[src/rtl/wave_loader_pkg.sv]
// Shared definitions for the waveform loader slice.
//   WORDS_PER_BEAT : load-path words packed into one DAC beat
//   WORD_IDX_W     : width of the packer lane index
//   wave_loader_state_t : mode of the loader (load / flush / loopback)
package wave_loader_pkg;

  localparam int unsigned WORDS_PER_BEAT = 8;
  localparam int unsigned WORD_IDX_W     = $clog2(WORDS_PER_BEAT);

  typedef enum logic [1:0] {
    ST_LOAD  = 2'd0,
    ST_FLUSH = 2'd1,
    ST_LOOP  = 2'd2
  } wave_loader_state_t;

endpackage

[src/rtl/wave_loader_word_packer.sv]
// Packs WORD_W-bit load words into a BEAT_W-bit beat, word 0 in the LSBs.
// Ports:
//   clk, rst        : clock, asynchronous active-low reset
//   clear           : synchronous empty of the packer
//   word, acc, last : accepted load word, accept strobe, last-of-waveform
//   flush           : request to emit a partial beat (zero padded)
//   take            : the output register consumes the offered beat this cycle
//   beat            : beat offered (includes the word accepted this cycle)
//   beat_want       : a complete, terminated or flushed beat is on offer
//   idx             : next lane to be written
//   pend            : a tlast-terminated beat is waiting for the output register
//   busy            : packer holds data
module wave_loader_word_packer
  import wave_loader_pkg::*;
#(
  parameter int unsigned WORD_W = 32,
  parameter int unsigned BEAT_W = 256
) (
  input  logic                  clk,
  input  logic                  rst,
  input  logic                  clear,
  input  logic [WORD_W-1:0]     word,
  input  logic                  acc,
  input  logic                  last,
  input  logic                  flush,
  input  logic                  take,
  output logic [BEAT_W-1:0]     beat,
  output logic                  beat_want,
  output logic [WORD_IDX_W-1:0] idx,
  output logic                  pend,
  output logic                  busy
);

  localparam logic [WORD_IDX_W-1:0] LAST_IDX = WORD_IDX_W'(WORDS_PER_BEAT - 1);

  logic [BEAT_W-1:0] data;

  // Unfilled lanes stay zero because data is cleared whenever a beat leaves.
  always_comb begin
    beat = data;
    if (acc) beat[idx*WORD_W +: WORD_W] = word;
  end

  // A tlast word accepted while the output register is blocked parks the beat
  // in pend; the loader stops accepting words until it has been taken.
  always_comb begin
    beat_want = pend || (acc && (last || idx == LAST_IDX)) || (flush && idx != '0);
    busy      = pend || (idx != '0);
  end

  always_ff @(posedge clk or negedge rst) begin
    if (!rst) begin
      data <= '0;
      idx  <= '0;
      pend <= 1'b0;
    end else if (clear || take) begin
      data <= '0;
      idx  <= '0;
      pend <= 1'b0;
    end else if (acc) begin
      data <= beat;
      if (last) pend <= 1'b1;
      else      idx  <= idx + 1'b1;
    end
  end

endmodule

[src/rtl/wave_loader.sv]
// Selects what is written into the per-channel waveform FIFO: packed PS/DMA
// load words (mux_sel=0) or DAC loopback beats (mux_sel=1).
// Ports:
//   clk, rst                         : clock, asynchronous active-low reset
//   clear                            : sync pulse, empties datapath, zeroes stats
//   mux_sel                          : 0 = load, 1 = loopback
//   s_load_tdata/tvalid/tready/tlast : load word stream
//   loop_tdata, loop_valid           : loopback beats, no backpressure
//   m_axis_tdata/tvalid/tready       : beat stream to the FIFO
//   beat_count                       : saturating handshake count
//   overflow                         : sticky loopback drop flag
//   busy                             : packer or output register holds data
//   checksum                         : running XOR of emitted beats, only with
//                                      WAVE_LOADER_CHECKSUM_EN defined
module wave_loader
  import wave_loader_pkg::*;
#(
  parameter int unsigned WORD_W = 32,
  parameter int unsigned BEAT_W = 256,
  parameter int unsigned CNT_W  = 16
) (
  input  logic              clk,
  input  logic              rst,
  input  logic              clear,
  input  logic              mux_sel,
  input  logic [WORD_W-1:0] s_load_tdata,
  input  logic              s_load_tvalid,
  output logic              s_load_tready,
  input  logic              s_load_tlast,
  input  logic [BEAT_W-1:0] loop_tdata,
  input  logic              loop_valid,
  output logic [BEAT_W-1:0] m_axis_tdata,
  output logic              m_axis_tvalid,
  input  logic              m_axis_tready,
  output logic [CNT_W-1:0]  beat_count,
  output logic              overflow,
  output logic              busy
`ifdef WAVE_LOADER_CHECKSUM_EN
  ,
  output logic [BEAT_W-1:0] checksum
`endif
);

  localparam logic [WORD_IDX_W-1:0] LAST_IDX = WORD_IDX_W'(WORDS_PER_BEAT - 1);

  wave_loader_state_t    state;
  logic                  out_valid;
  logic [BEAT_W-1:0]     out_data;
  logic                  drain, can_load, illegal;
  logic                  pk_acc, pk_flush, pk_take, pk_clear;
  logic [BEAT_W-1:0]     pk_beat;
  logic                  pk_want, pk_pend, pk_busy;
  logic [WORD_IDX_W-1:0] pk_idx;
  logic                  loop_take, loop_drop;

  always_comb begin
    drain     = out_valid && m_axis_tready;
    can_load  = !out_valid || m_axis_tready;
    illegal   = !(state inside {ST_LOAD, ST_FLUSH, ST_LOOP});
    // Lanes 0..6 can always absorb a word; the final lane needs the output
    // register free. rst gating keeps the output at 0 during reset.
    s_load_tready = rst && !clear && (state == ST_LOAD) && !pk_pend &&
                    (can_load || pk_idx != LAST_IDX);
    pk_acc    = s_load_tvalid && s_load_tready;
    pk_flush  = (state == ST_FLUSH);
    pk_take   = !clear && pk_want && can_load &&
                ((state == ST_LOAD) || (state == ST_FLUSH));
    pk_clear  = clear || illegal;
    loop_take = !clear && (state == ST_LOOP) && loop_valid && can_load;
    loop_drop = !clear && (state == ST_LOOP) && loop_valid && !can_load;
  end

  wave_loader_word_packer #(
    .WORD_W (WORD_W),
    .BEAT_W (BEAT_W)
  ) u_packer (
    .clk       (clk),
    .rst       (rst),
    .clear     (pk_clear),
    .word      (s_load_tdata),
    .acc       (pk_acc),
    .last      (s_load_tlast),
    .flush     (pk_flush),
    .take      (pk_take),
    .beat      (pk_beat),
    .beat_want (pk_want),
    .idx       (pk_idx),
    .pend      (pk_pend),
    .busy      (pk_busy)
  );

  always_ff @(posedge clk or negedge rst) begin
    if (!rst) begin
      state      <= ST_LOAD;
      out_valid  <= 1'b0;
      out_data   <= '0;
      beat_count <= '0;
      overflow   <= 1'b0;
`ifdef WAVE_LOADER_CHECKSUM_EN
      checksum   <= '0;
`endif
    end else if (clear) begin
      state      <= mux_sel ? ST_LOOP : ST_LOAD;
      out_valid  <= 1'b0;
      out_data   <= '0;
      beat_count <= '0;
      overflow   <= 1'b0;
`ifdef WAVE_LOADER_CHECKSUM_EN
      checksum   <= '0;
`endif
    end else begin
      if (drain) begin
        if (beat_count != '1) beat_count <= beat_count + 1'b1;
`ifdef WAVE_LOADER_CHECKSUM_EN
        checksum <= checksum ^ out_data;
`endif
      end
      if (pk_take) begin
        out_valid <= 1'b1;
        out_data  <= pk_beat;
      end else if (loop_take) begin
        out_valid <= 1'b1;
        out_data  <= loop_tdata;
      end else if (drain) begin
        out_valid <= 1'b0;
      end
      if (loop_drop) overflow <= 1'b1;

      case (state)
        ST_LOAD:  if (mux_sel) state <= ST_FLUSH;
        ST_FLUSH: if (!pk_busy && (!out_valid || drain))
                    state <= mux_sel ? ST_LOOP : ST_LOAD;
        ST_LOOP:  if (!mux_sel && (!out_valid || drain)) state <= ST_LOAD;
        default: begin
          state      <= ST_LOAD;
          out_valid  <= 1'b0;
          out_data   <= '0;
          beat_count <= '0;
          overflow   <= 1'b0;
`ifdef WAVE_LOADER_CHECKSUM_EN
          checksum   <= '0;
`endif
        end
      endcase
    end
  end

  always_comb begin
    m_axis_tvalid = out_valid;
    m_axis_tdata  = out_data;
    busy          = pk_busy || out_valid;
  end

endmodule

[config.mk]
export PLATFORM = sky130hd
export DESIGN_NAME = wave_loader
export DESIGN_NICKNAME = d
export VERILOG_FILES = /design/src/rtl/wave_loader_pkg.sv /design/src/rtl/wave_loader_word_packer.sv /design/src/rtl/wave_loader.sv
export SDC_FILE = /design/constraint.sdc
export NUM_CORES = 1
export LEC_CHECK = 0
export BUFFER_PORTS_ARGS = -buffer_cell sky130_fd_sc_hd__buf_2
export CORE_AREA = 2 2 229 456
export CTS_BUF_LIST = sky130_fd_sc_hd__clkbuf_16
export DETAILED_ROUTE_END_ITERATION = 12
export DIE_AREA = 0 0 231 458
export GPL_TIMING_DRIVEN = 0
export PLACE_DENSITY = 0.46
export SLEW_MARGIN = 10
export SYNTH_ARGS = -nofsm -noshare
export SYNTH_HDL_FRONTEND = slang
export SYNTH_HIERARCHICAL = 1
export SYNTH_SLANG_ARGS = --single-unit
[constraint.sdc]
create_clock -name clk -period 4.2 [get_ports clk]
set_input_delay 0.42 -clock clk [delete_from_list [all_inputs] [get_ports clk]]
set_output_delay 0.42 -clock clk [all_outputs]
set_load 0.05 [all_outputs]
Word-level counts from Yosys, hierarchy flattened
Index checks and enable logic that the tools add are counted.
W data, S select, Z words.

storage, ports and cells
  logic and storage cells = 104
  flip-flop bits (word level) = 536
  input bits = 296
  output and inout bits = 276

operators by class
  reductions and logical operators = 45
  equal/unequal tests = 14
  shift-type cells = 2
  $add $sub $neg = 3
  mux-type cells = 32

operators with widths
  operator                     number
  $mux W256                    7
  $bwmux W256                  1
  $shift A32 B34 Y256 const A  1
  $shiftx A32 B34 Y256         1
  $mux W16                     4
  $neg A8 Y34                  1
  $logic_and A1 B1 Y1          17
  $add A16 B1 Y16 const B      1
  $ne A16 B16 Y1 const B       1
  $logic_or A1 B1 Y1           11
  $mux W1                      11
  $mux W2                      5
  $mux W3                      3
  $ne A3 B1 Y1 const B         3
  $ne A3 B3 Y1 const B         3
  $logic_not A1 Y1             7
  $pmux W2 S3                  1
  $reduce_and A2 Y1            3
  $reduce_bool A3 Y1           2
  $ne A5 B1 Y1 const B         1
  $ne A4 B1 Y1 const B         1
  $reduce_bool A2 Y1           2
  $add A3 B1 Y3 const B        1
  $eq A3 B3 Y1 const B         1
  other kinds (7)              7

Logic depth before layout (Yosys ltp)
Gate-level depths: netlist (run 1).

  word-level depth = 15
  mapped depth = 18
  depth with buffers taken out = 11

Hierarchy
The synthesis (run 1) kept the hierarchy.

modules (own cells, without submodules)
  module                   area an instance (µm²)  instances  sequential area each (µm²)  cells each
  wave_loader_word_packer  15084.5                 1          6506.2                      1416
  wave_loader              13306.5                 1          6906.6                      1265

Least setup slack after synthesis (run 1)
OpenSTA, ideal clock, no wires.

  kind = register to register
  start point = register out_valid, in the netlist m_axis_tvalid
  end point = register u_packer.data[168]
  setup slack = 0.126 ns
  stages on the path, launching flop included = 16
  library setup time = 0.079 ns
  clock period less this slack = 4.074 ns
  buffers on the path = 5
  data required time = 4.121 ns
  arrival time = 3.995 ns
  cell sequence = dfrtp_1 > nor2b_1 > a41oi_1 > and2_1 > o21ai_0 > nand2_1 > nand3_1 > buf_2 > buf_2 > buf_2 > inv_1 > nor2_1 > clkbuf_1 > clkbuf_1 > nand3_1 > mux2i_1

between the ends
  word-level cells in the longest chain between the ends = 13
  elaborated cells between the ends (all ways) = 16
  classes of those cells = mux: 3; reduce/logical: 13

ends and longest elaborated chain
  what                                             RTL line                       RTL
  start: declaration                               wave_loader.sv:47              logic out_valid;
  start signal: assignment                         wave_loader.sv:95              out_valid <= 1'b0;
  start signal: assignment                         wave_loader.sv:104             out_valid <= 1'b0;
  start signal: assignment                         wave_loader.sv:119             out_valid <= 1'b1;
  $logic_not A1 Y1 (*)                             wave_loader.sv:58              can_load = !out_valid || m_axis_tready;
  $logic_or A1 B1 Y1 (*)                           wave_loader.sv:58
  $logic_or A1 B1 Y1 (*)                           wave_loader.sv:63              (can_load || pk_idx != LAST_IDX);
  $logic_and A1 B1 Y1 (*)                          wave_loader.sv:62              s_load_tready = rst && !clear && (state == ST_LOAD) && !pk_pend &&
  named net s_load_tready                          wave_loader.sv:28              output logic s_load_tready,
  $logic_and A1 B1 Y1 (*)                          wave_loader.sv:64              pk_acc = s_load_tvalid && s_load_tready;
  named net pk_acc                                 wave_loader.sv:50              logic pk_acc, pk_flush, pk_take, pk_clear;
  $logic_and A1 B1 Y1 (*)                          wave_loader_word_packer.sv:47  beat_want = pend || (acc && (last || idx == LAST_IDX)) || (flush && idx != '0);
  $logic_or A1 B1 Y1 (*) (2 in series)             wave_loader_word_packer.sv:47
  named net pk_want                                wave_loader.sv:52              logic pk_want, pk_pend, pk_busy;
  $logic_and A1 B1 Y1 (*) (3 in series)            wave_loader.sv:66              pk_take = !clear && pk_want && can_load &&
  named net pk_take                                wave_loader.sv:50
  $logic_or A1 B1 Y1 (*)                           wave_loader_word_packer.sv:56  end else if (clear || take) begin
  $mux W256 or $reduce_bool A2 Y1 (tied branches)  n/a
  end signal: assignment                           wave_loader_word_packer.sv:61  data <= beat;
  end: declaration                                 wave_loader_word_packer.sv:36  logic [BEAT_W-1:0] data;

The timed path passes the listed nets; every way through them passes the cells marked *. The select of a mux whose other input is x is not followed.
A chain may end at the register's enable or synchronous reset.

Worst setup path in the final report (run 1)
  start point = register u_packer.idx[0]
  end point = register out_data[51], in the netlist m_axis_tdata[51]

between the ends
  word-level cells in the longest chain between the ends = 13
  elaborated cells between the ends (all ways) = 23
  classes of those cells = add/sub: 1; eq/ne: 3; shift: 2; mux: 5; reduce/logical: 12

ends and longest elaborated chain
  what                                   RTL line                       RTL
  start: declaration                     wave_loader_word_packer.sv:29  output logic [WORD_IDX_W-1:0] idx,
  start signal: assignment               wave_loader_word_packer.sv:63  else idx <= idx + 1'b1;
  $ne A3 B3 Y1                           wave_loader.sv:63
  $logic_or A1 B1 Y1                     wave_loader.sv:63
  $logic_and A1 B1 Y1                    wave_loader.sv:62
  $logic_and A1 B1 Y1                    wave_loader.sv:64
  $logic_and A1 B1 Y1                    wave_loader_word_packer.sv:47
  $logic_or A1 B1 Y1                     wave_loader_word_packer.sv:47
  $logic_or A1 B1 Y1 (*)                 wave_loader_word_packer.sv:47
  named net pk_want                      wave_loader.sv:52
  $logic_and A1 B1 Y1 (*) (3 in series)  wave_loader.sv:66
  $mux W256                              wave_loader.sv:118             if (pk_take) begin
  $mux W256                              wave_loader.sv:129             case (state)
  $mux W256                              wave_loader.sv:102             end else if (clear) begin
  end signal: assignment                 wave_loader.sv:120             out_data <= pk_beat;
  end signal: assignment                 wave_loader.sv:123             out_data <= loop_tdata;
  end: declaration                       wave_loader.sv:48              logic [BEAT_W-1:0] out_data;

The timed path passes the listed nets; every way through them passes the cells marked *.

==> impl_metrics.sql, run 1 <==
INSERT INTO impl_metrics (metric_group, metric, value, unit) VALUES
('run_status', 'outcome', 'finished clean', ''),
('cts', 'tritoncts_num_sinks', '536', ''),
('route', 'drt_first_pass_iters', '7', ''),
('synth', 'seq_area_frac_synth', '47.2', '%'),
('synth', 'post-synth-top-area-cell', 'sky130_fd_sc_hd__dfrtp_1', ''),
('synth', 'edff_count_synth', '0', ''),
('cts', 'h-tree-depth', '2', ''),
('die', 'die_x', '231', 'um'),
('route', 'number_of_nets_with_antenna_violations_after_routing', '0', ''),
('power', 'power.static_leakage', '19.8', 'nW'),
('die', 'floorplan.initialDensity', '27.8', '%'),
('route', 'wl_per_cell', '26.9', 'um'),
('sta', 'setup_viol', '0', ''),
('sta', 'finalWorstPathRequiredPeriod', '3.91', 'ns'),
('route', 'dr_total_vias', '23200', ''),
('critical_path', 'worstSetupPathType', 'flip-flop to flip-flop', ''),
('synth', 'postSynth.asyncResetShare', '100', '%'),
('sta', 'worst_max_slew_margin_expressed_relative_to_the_limit', '38.0', '%'),
('placement', 'placed_cells', '4603', ''),
('sta', 'finalMaxSlewViolations', '0', ''),
('placement', 'place_ws', '-1.97', 'ns'),
('die', 'row_count', '166', ''),
('sta', 'finalHoldViolCount', '0', ''),
('sta', 'post-route-worst-setup-slack', '0.287', 'ns'),
('synth', 'post_synth_instance_area', '28400', 'um^2'),
('global_routing', 'use_met3', '3.19', '%'),
('synth', 'ys.warnings.count', '6', ''),
('synth', 'synth_seq_cells', '536', ''),
('global_routing', 'grtUsageMet2', '42.6', '%'),
('critical_path', 'regToRegSetupSlack', '0.29', 'ns'),
('power', 'pwr_density_cell', '364', 'nW/um^2'),
('placement', 'dp_hpwl', '94.1', 'mm'),
('sta', 'post_route_fraction_of_the_period_consumed_by_the_critical_path', '93.2', '%'),
('cts', 'clk_pin_slew_worst_paths', '0.07', 'ns'),
('global_routing', 'global_route.overflow_total', '0', ''),
('die', 'ioPinCount', '572', ''),
('critical_path', 'worstSetupStartpointType', 'flip-flop', ''),
('global_routing', 'grt_pass1_vias', '24900', ''),
('synth', 'post_synth_top_cells', 'sky130_fd_sc_hd__dfrtp_1 (536), sky130_fd_sc_hd__mux2i_1 (514), sky130_fd_sc_hd__nand3_1 (337)', ''),
('sta', 'grt_setup_unrepaired', 'false', ''),
('route', 'drt-vias-per-instance', '4.92', ''),
('global_routing', 'grt_pass1_wl', '181', 'mm'),
('route', 'wl', '127', 'mm'),
('route', 'drt-initial-drc-count', '1216', ''),
('critical_path', 'cp.required', '4.73', 'ns'),
('die', 'die_ar', '106000', 'um^2'),
('power', 'power.ir.vdd_worst', '0.375', 'mV'),
('synth', 'synth_area_leaders', 'sky130_fd_sc_hd__dfrtp_1 (47%), sky130_fd_sc_hd__mux2i_1 (18%), sky130_fd_sc_hd__mux2_2 (9.0%)', ''),
('global_routing', 'grt_antenna_before_repair', '17', ''),
('route', 'route.detailed.drc', '0', ''),
('cells_and_area', 'area.growth.synth_to_final', '24.0', '%'),
('worst_hold_path', 'min-delay-path-class', 'input port to flip-flop', ''),
('run', 'max_cap_viol_count', '0', ''),
('cts', 'clock_tree_from_tritoncts', 'yes', ''),
('die', 'die_h', '458', 'um'),
('cts', 'clockRootBuffer', 'sky130_fd_sc_hd__clkbuf_16', ''),
('placement', 'io_buffers', '571', ''),
('cells_and_area', 'final_net_count', '3628', ''),
('sta', 'worst-slew-pin-transition', '0.931', 'ns'),
('synth', 'synth_cell_type_count', '46', ''),
('cells_and_area', 'filler_cell_count', '10800', ''),
('critical_path', 'critPathMaxFanout', '10', ''),
('synth', 'syn-num-nets', '2985', ''),
('sta', 'max_freq', '256', 'MHz'),
('global_routing', 'groute.usage.overall', '23.7', '%'),
('critical_path', 'critical_path_arrival', '4.44', 'ns'),
('synth', 'fraction_of_post_synthesis_cell_area_in_the_top_cell_type_by_area', '47.2', '%'),
('cts', 'cts_made_buffers', '55', ''),
('cells_and_area', 'final-instance-count-excl-fill', '4717', ''),
('global_routing', 'grt_max_degree', '97', ''),
('sta', 'finalClockSkew', '0.0216', 'ns'),
('global_routing', 'grt_use_met1', '28.8', '%'),
('synth', 'syn_avg_cell_area', '10.6', 'um^2'),
('cts', 'clock_latency', '0.66', 'ns'),
('cts', 'clock_path_buffers', '3', ''),
('synth', 'most_frequent_cell_after_synthesis', 'sky130_fd_sc_hd__dfrtp_1', ''),
('synth', 'synthCells', '2681', ''),
('critical_path', 'setup.worst_path.end_class', 'flip-flop', ''),
('cells_and_area', 'drive_above_1_share', '32.3', '%'),
('die', 'area_of_the_core', '102000', 'um^2'),
('global_routing', 'grt-busiest-layer', 'met2', ''),
('synth', 'ys.flop_type', 'sky130_fd_sc_hd__dfrtp_1', ''),
('placement', 'gp_routability_congestion', '0.819', '');
==> routing by layer <==
layer,up-vias,wire length (um)
met5,-,58
met4,10,4350
met3,137,5640
met2,662,64900
met1,11700,51900
li1,10700,-
==> state kept, by name, summed over array words and instances (netlist names) <==
register and flops:
u_packer/pend 1, m_axis_tdata 256, state 2, overflow 1, beat_count 16, u_packer/idx 3
m_axis_tvalid 1, u_packer/data 256
==> critical path: stages, from the launching register on <==
cell	delay [ns]
sky130_fd_sc_hd__dfrtp_1	0.45
sky130_fd_sc_hd__buf_2	0.24
sky130_fd_sc_hd__buf_2	0.25
sky130_fd_sc_hd__inv_1	0.13
sky130_fd_sc_hd__ha_1	0.19
sky130_fd_sc_hd__ha_2	0.27
sky130_fd_sc_hd__inv_1	0.06
sky130_fd_sc_hd__a21oi_1	0.12
sky130_fd_sc_hd__nand2_1	0.10
sky130_fd_sc_hd__nand3_1	0.09
sky130_fd_sc_hd__buf_2	0.21
sky130_fd_sc_hd__buf_2	0.59
sky130_fd_sc_hd__clkbuf_1	0.69
sky130_fd_sc_hd__mux2i_1	0.30
sky130_fd_sc_hd__o21ai_1	0.08
==> placed cells by master (no fill, tap or decap), drive strengths merged, types with 23 or more instances in the layout <==
master / synthesis / final
and2: 80 / 80
and3: 23 / 23
buf: 124 / 708
clkbuf: 112 / 166
clkinv: 0 / 28
dfrtp: 536 / 536
mux2: 256 / 256
mux2i: 514 / 514
nand2: 319 / 319
nand3: 342 / 342
nor2: 23 / 23
o21ai: 265 / 265
==> kinds of logic after synthesis <==
family          share of synthesized area [%]
fa+ha+maj                               0.353
flops                                    47.2
mux                                      28.6
xor+xnor                                0.370
buf+inv                                  4.38
simple gates                             13.9
compound gates                           5.15
==> per-stage QoR <==
step / power (W) / cell area [um^2] / hold WS, ns / setup TNS [ns] / util [%]
2_1_floorplan: 0.00680 / 28400 / 0.124 / 0 / -
3_3_place_gp: 0.00781 / 32900 / 0.478 / - / 32.2
3_5_place_dp: 0.00784 / 33100 / 0.386 / -563.58 / 32.4
4_1_cts: 0.0130 / 35100 / 0.00213 / 0 / 34.4
5_1_grt: 0.0133 / 35200 / 0.0288 / 0 / 34.4
6_report: 0.0128 / 35200 / 0.0327 / 0 / 34.4
==> final cells by class <==
cell class	instances	area [um^2]	area share, %
clock inverter	45	359	1.02
clock buffer	55	1380	3.91
antenna	6	15.0	0.0427
inverter	7	26.3	0.0746
sequential	536	13400	38.1
timing repair buffer	586	3230	9.16
tap	1344	1680	4.78
buffer	236	1360	3.85
multi-input combinational	1902	13700	39.1
==> report_power, final <==
part	total, W	internal (W)	switching (W)
clock network	0.00506	0.00274	0.00233
logic	0.00226	0.000548	0.00171
registers	0.00548	0.00536	0.000118
total	0.0128	0.00864	0.00415
==> final timing paths <==
check / startpoint / endpoint / cells past startpoint
setup / recovery: u_packer/idx[0] / m_axis_tdata[51] / 14
hold / removal: loop_tdata[182] / m_axis_tdata[182] / 3
setup reg to reg: u_packer/idx[0] / m_axis_tdata[51] / 14
hold reg to reg: m_axis_tdata[19] / m_axis_tdata[19] / 2
max in group asynchronous: rst / m_axis_tdata[77] / 6
min in group asynchronous: rst / u_packer/data[87] / 4
==> repair_timing <==
action	CTS	global route
gates resized for setup	66	6
buffers inserted	0	0
gates cloned	0	1
hold buffers	7	0
pin swaps	0	0
endpoints found under the setup margin	488	293
endpoints found under the hold margin	52	0
(Power assumes the default switching activity.)
==> inputs of run 2 (changes only) <==
Settings changed: PLACE_DENSITY 0.46 to 0.47.
==> impl_metrics.sql, run 2 (same netlist as run 1, synthesis figures left out) <==
INSERT INTO impl_metrics (metric_group, metric, value, unit) VALUES
('power', 'power.ir.vdd_worst', '0.298', 'mV'),
('placement', 'dp_hpwl', '93.5', 'mm'),
('sta', 'setup_viol', '0', ''),
('cts', 'clock_tree_from_tritoncts', 'yes', ''),
('route', 'wl', '127', 'mm'),
('placement', 'dpl_cell_area', '33100', 'um^2'),
('placement', 'gp_routability_congestion', '0.809', ''),
('global_routing', 'grt_pass1_vias', '24600', ''),
('cells_and_area', 'final_net_count', '3640', ''),
('critical_path', 'worstSetupStartpointType', 'flip-flop', ''),
('critical_path', 'timing.critical_path.slowest_cell_delay', '0.69', 'ns'),
('cells_and_area', 'postLayoutCoreUtil', '34.7', '%'),
('cells_and_area', 'area.growth.synth_to_final', '25.0', '%'),
('run_status', 'outcome', 'finished clean', ''),
('global_routing', 'grt_pass1_wl', '181', 'mm'),
('die', 'row_count', '166', ''),
('power', 'power.clock.fraction', '40.2', '%'),
('global_routing', 'grt_antenna_before_repair', '20', ''),
('global_routing', 'groute.usage.overall', '23.6', '%'),
('route', 'number_of_nets_with_antenna_violations_after_routing', '0', ''),
('cts', 'cts_made_buffers', '55', ''),
('cts', 'h-tree-depth', '2', ''),
('sta', 'worst-slew-pin-transition', '0.944', 'ns'),
('cells_and_area', 'most_common_cell_after_layout_fill_and_taps_aside', 'sky130_fd_sc_hd__buf_2', ''),
('cells_and_area', 'filler_cell_count', '10700', ''),
('sta', 'max_freq', '251', 'MHz'),
('critical_path', 'critPathMaxFanout', '10', ''),
('critical_path', 'master_of_the_slowest_instance_on_the_critical_path', 'sky130_fd_sc_hd__buf_2', ''),
('power', 'pwr_density_cell', '365', 'nW/um^2'),
('sta', 'post_route_fraction_of_the_period_consumed_by_the_critical_path', '94.7', '%'),
('die', 'die_x', '231', 'um'),
('sta', 'finalWorstPathRequiredPeriod', '3.98', 'ns'),
('route', 'route.detailed.drc', '0', ''),
('critical_path', 'critical_path.cell_chain', 'buf_2 -> buf_2 -> inv_1 -> ha_1 -> ha_2 -> inv_1 -> a21oi_1 -> nand2_1 -> nand3_1 -> buf_2 -> buf_2 -> clkbuf_2 -> mux2i_1 -> o21ai_1', ''),
('sta', 'worst_max_slew_margin_expressed_relative_to_the_limit', '37.1', '%'),
('power', 'power.static_leakage', '20.0', 'nW'),
('critical_path', 'cp.required', '4.72', 'ns'),
('die', 'die_ar', '106000', 'um^2'),
('route', 'dr_total_vias', '23400', ''),
('route', 'drt_first_pass_iters', '6', ''),
('route', 'wl_per_cell', '26.9', 'um'),
('placement', 'io_buffers', '571', ''),
('power', 'post-layout-total-power', '0.0130', 'W'),
('route', 'drt-initial-drc-count', '1268', ''),
('critical_path', 'worstSetupPathType', 'flip-flop to flip-flop', ''),
('global_routing', 'grt_max_degree', '95', ''),
('die', 'area_of_the_core', '102000', 'um^2'),
('sta', 'finalClockSkew', '0.0223', 'ns'),
('critical_path', 'crit_path_frequent_cell', 'sky130_fd_sc_hd__buf_2', ''),
('die', 'ioPinCount', '572', ''),
('critical_path', 'setup.worst_path.end_class', 'flip-flop', ''),
('cells_and_area', 'layout.cells.most_common_list', 'sky130_fd_sc_hd__buf_2 (649), sky130_fd_sc_hd__dfrtp_1 (536), sky130_fd_sc_hd__mux2i_1 (514)', ''),
('route', 'drt-vias-per-instance', '4.93', ''),
('power', 'netSwitchingPower', '0.00420', 'W'),
('die', 'die_h', '458', 'um'),
('power', 'netSwitchingFraction', '32.4', '%'),
('cts', 'clock_path_buffers', '3', ''),
('power', 'power.combinational.fraction', '17.6', '%'),
('global_routing', 'global_route.overflow_total', '0', ''),
('cells_and_area', 'drive_above_1_share', '32.7', '%'),
('worst_hold_path', 'min-delay-path-class', 'input port to flip-flop', ''),
('cts', 'clockRootBuffer', 'sky130_fd_sc_hd__clkbuf_16', ''),
('run', 'max_cap_viol_count', '0', ''),
('sta', 'grt_setup_unrepaired', 'true', ''),
('sta', 'finalMaxSlewViolations', '0', ''),
('cts', 'clock_latency', '0.65', 'ns'),
('cells_and_area', 'design_area', '35500', 'um^2'),
('cts', 'tritoncts_num_sinks', '536', ''),
('cts', 'clk_pin_slew_worst_paths', '0.07', 'ns'),
('power', 'pwr-share-seq', '42.2', '%'),
('die', 'floorplan.initialDensity', '27.8', '%'),
('critical_path', 'critical_path_arrival', '4.50', 'ns'),
('sta', 'finalHoldViolCount', '0', ''),
('power', 'internal_power', '0.00878', 'W');
[run 2: changes by cell type in the layout (fill, tap and decap cells not counted), sizes merged]
cell,delta
buf,-1
bufbuf,+3
bufinv,+1
clkbuf,+2
clkinv,-2
clkinvlp,+2
diode,+5
dlygate4sd3,+9
inv,+1
[run 2: worst max-delay path: cells and delay by family, from the launching register on]
family,cells,cell delay (ns)
adder cells (fa/ha/maj),2,0.46
AO/OA/AOI/OAI,2,0.21
AND/OR/NAND/NOR,2,0.20
flip-flops,1,0.45
buffers and inverters,7,2.09
multiplexers,1,0.41
[run 2: layout make-up]
| type | count | area, um^2 | share of cell area [%] |
|---|---|---|---|
| inverter | 7 | 26.3 | 0.0740 |
| multi-input combinational | 1902 | 13800 | 38.7 |
| sequential | 536 | 13400 | 37.8 |
| antenna | 11 | 27.5 | 0.0775 |
| buffer | 236 | 1380 | 3.87 |
| timing repair buffer | 598 | 3410 | 9.60 |
| clock inverter | 47 | 413 | 1.16 |
| tap | 1344 | 1680 | 4.74 |
| clock buffer | 56 | 1400 | 3.95 |
[run 2: timing repair]
item	in CTS	in global routing
gates cloned	3	2
setup buffers	0	0
endpoints found under the setup margin	512	512
hold endpoints to repair	91	0
resized for setup	64	37
hold buffers	15	0
[run 2: metal layers]
layer	up-vias	GRT usage [%]	share of wire (%)
met4	6	6.88	2.5
met2	695	42.1	51
li1	10800	-	-
met3	118	3.67	4.8
met1	11700	29.1	42
met5	-	0	0.021
[run 2: path summary, 6_finish.rpt]
check | start | end | slack [ns] | cells past startpoint
setup / recovery | u_packer/idx[0] | m_axis_tdata[63] | 0.22 | 14
hold / removal | loop_tdata[158] | m_axis_tdata[158] | 0.04 | 3
setup reg to reg | u_packer/idx[0] | m_axis_tdata[63] | 0.22 | 14
hold reg to reg | m_axis_tdata[212] | m_axis_tdata[212] | 0.49 | 2
max in group asynchronous | rst | m_axis_tdata[76] | 2.51 | 5
min in group asynchronous | rst | u_packer/data[25] | 0.50 | 3
[run 2: through the flow]
step                std cells  hold WS, ns  setup TNS, ns  setup slack, ns
CTS                      4724     0.000305              0           0.0102
finish                   4737       0.0400              0            0.223
floorplan                2681        0.124              0            0.126
global route             4727       0.0278       -0.00104         -0.00104
detailed placement       4603        0.486        -797.97            -2.42
global placement         4596        0.479              -           -10.37
[run 2: power by group through the flow]
stage | combinational (W) | clock [W] | sequential [W]
detailed placement | 0.00226 | 0 | 0.00557
global placement | 0.00223 | 0 | 0.00557
global route | 0.00243 | 0.00549 | 0.00549
CTS | 0.00232 | 0.00534 | 0.00547
finish | 0.00229 | 0.00521 | 0.00547
floorplan | 0.000590 | 0 | 0.00622
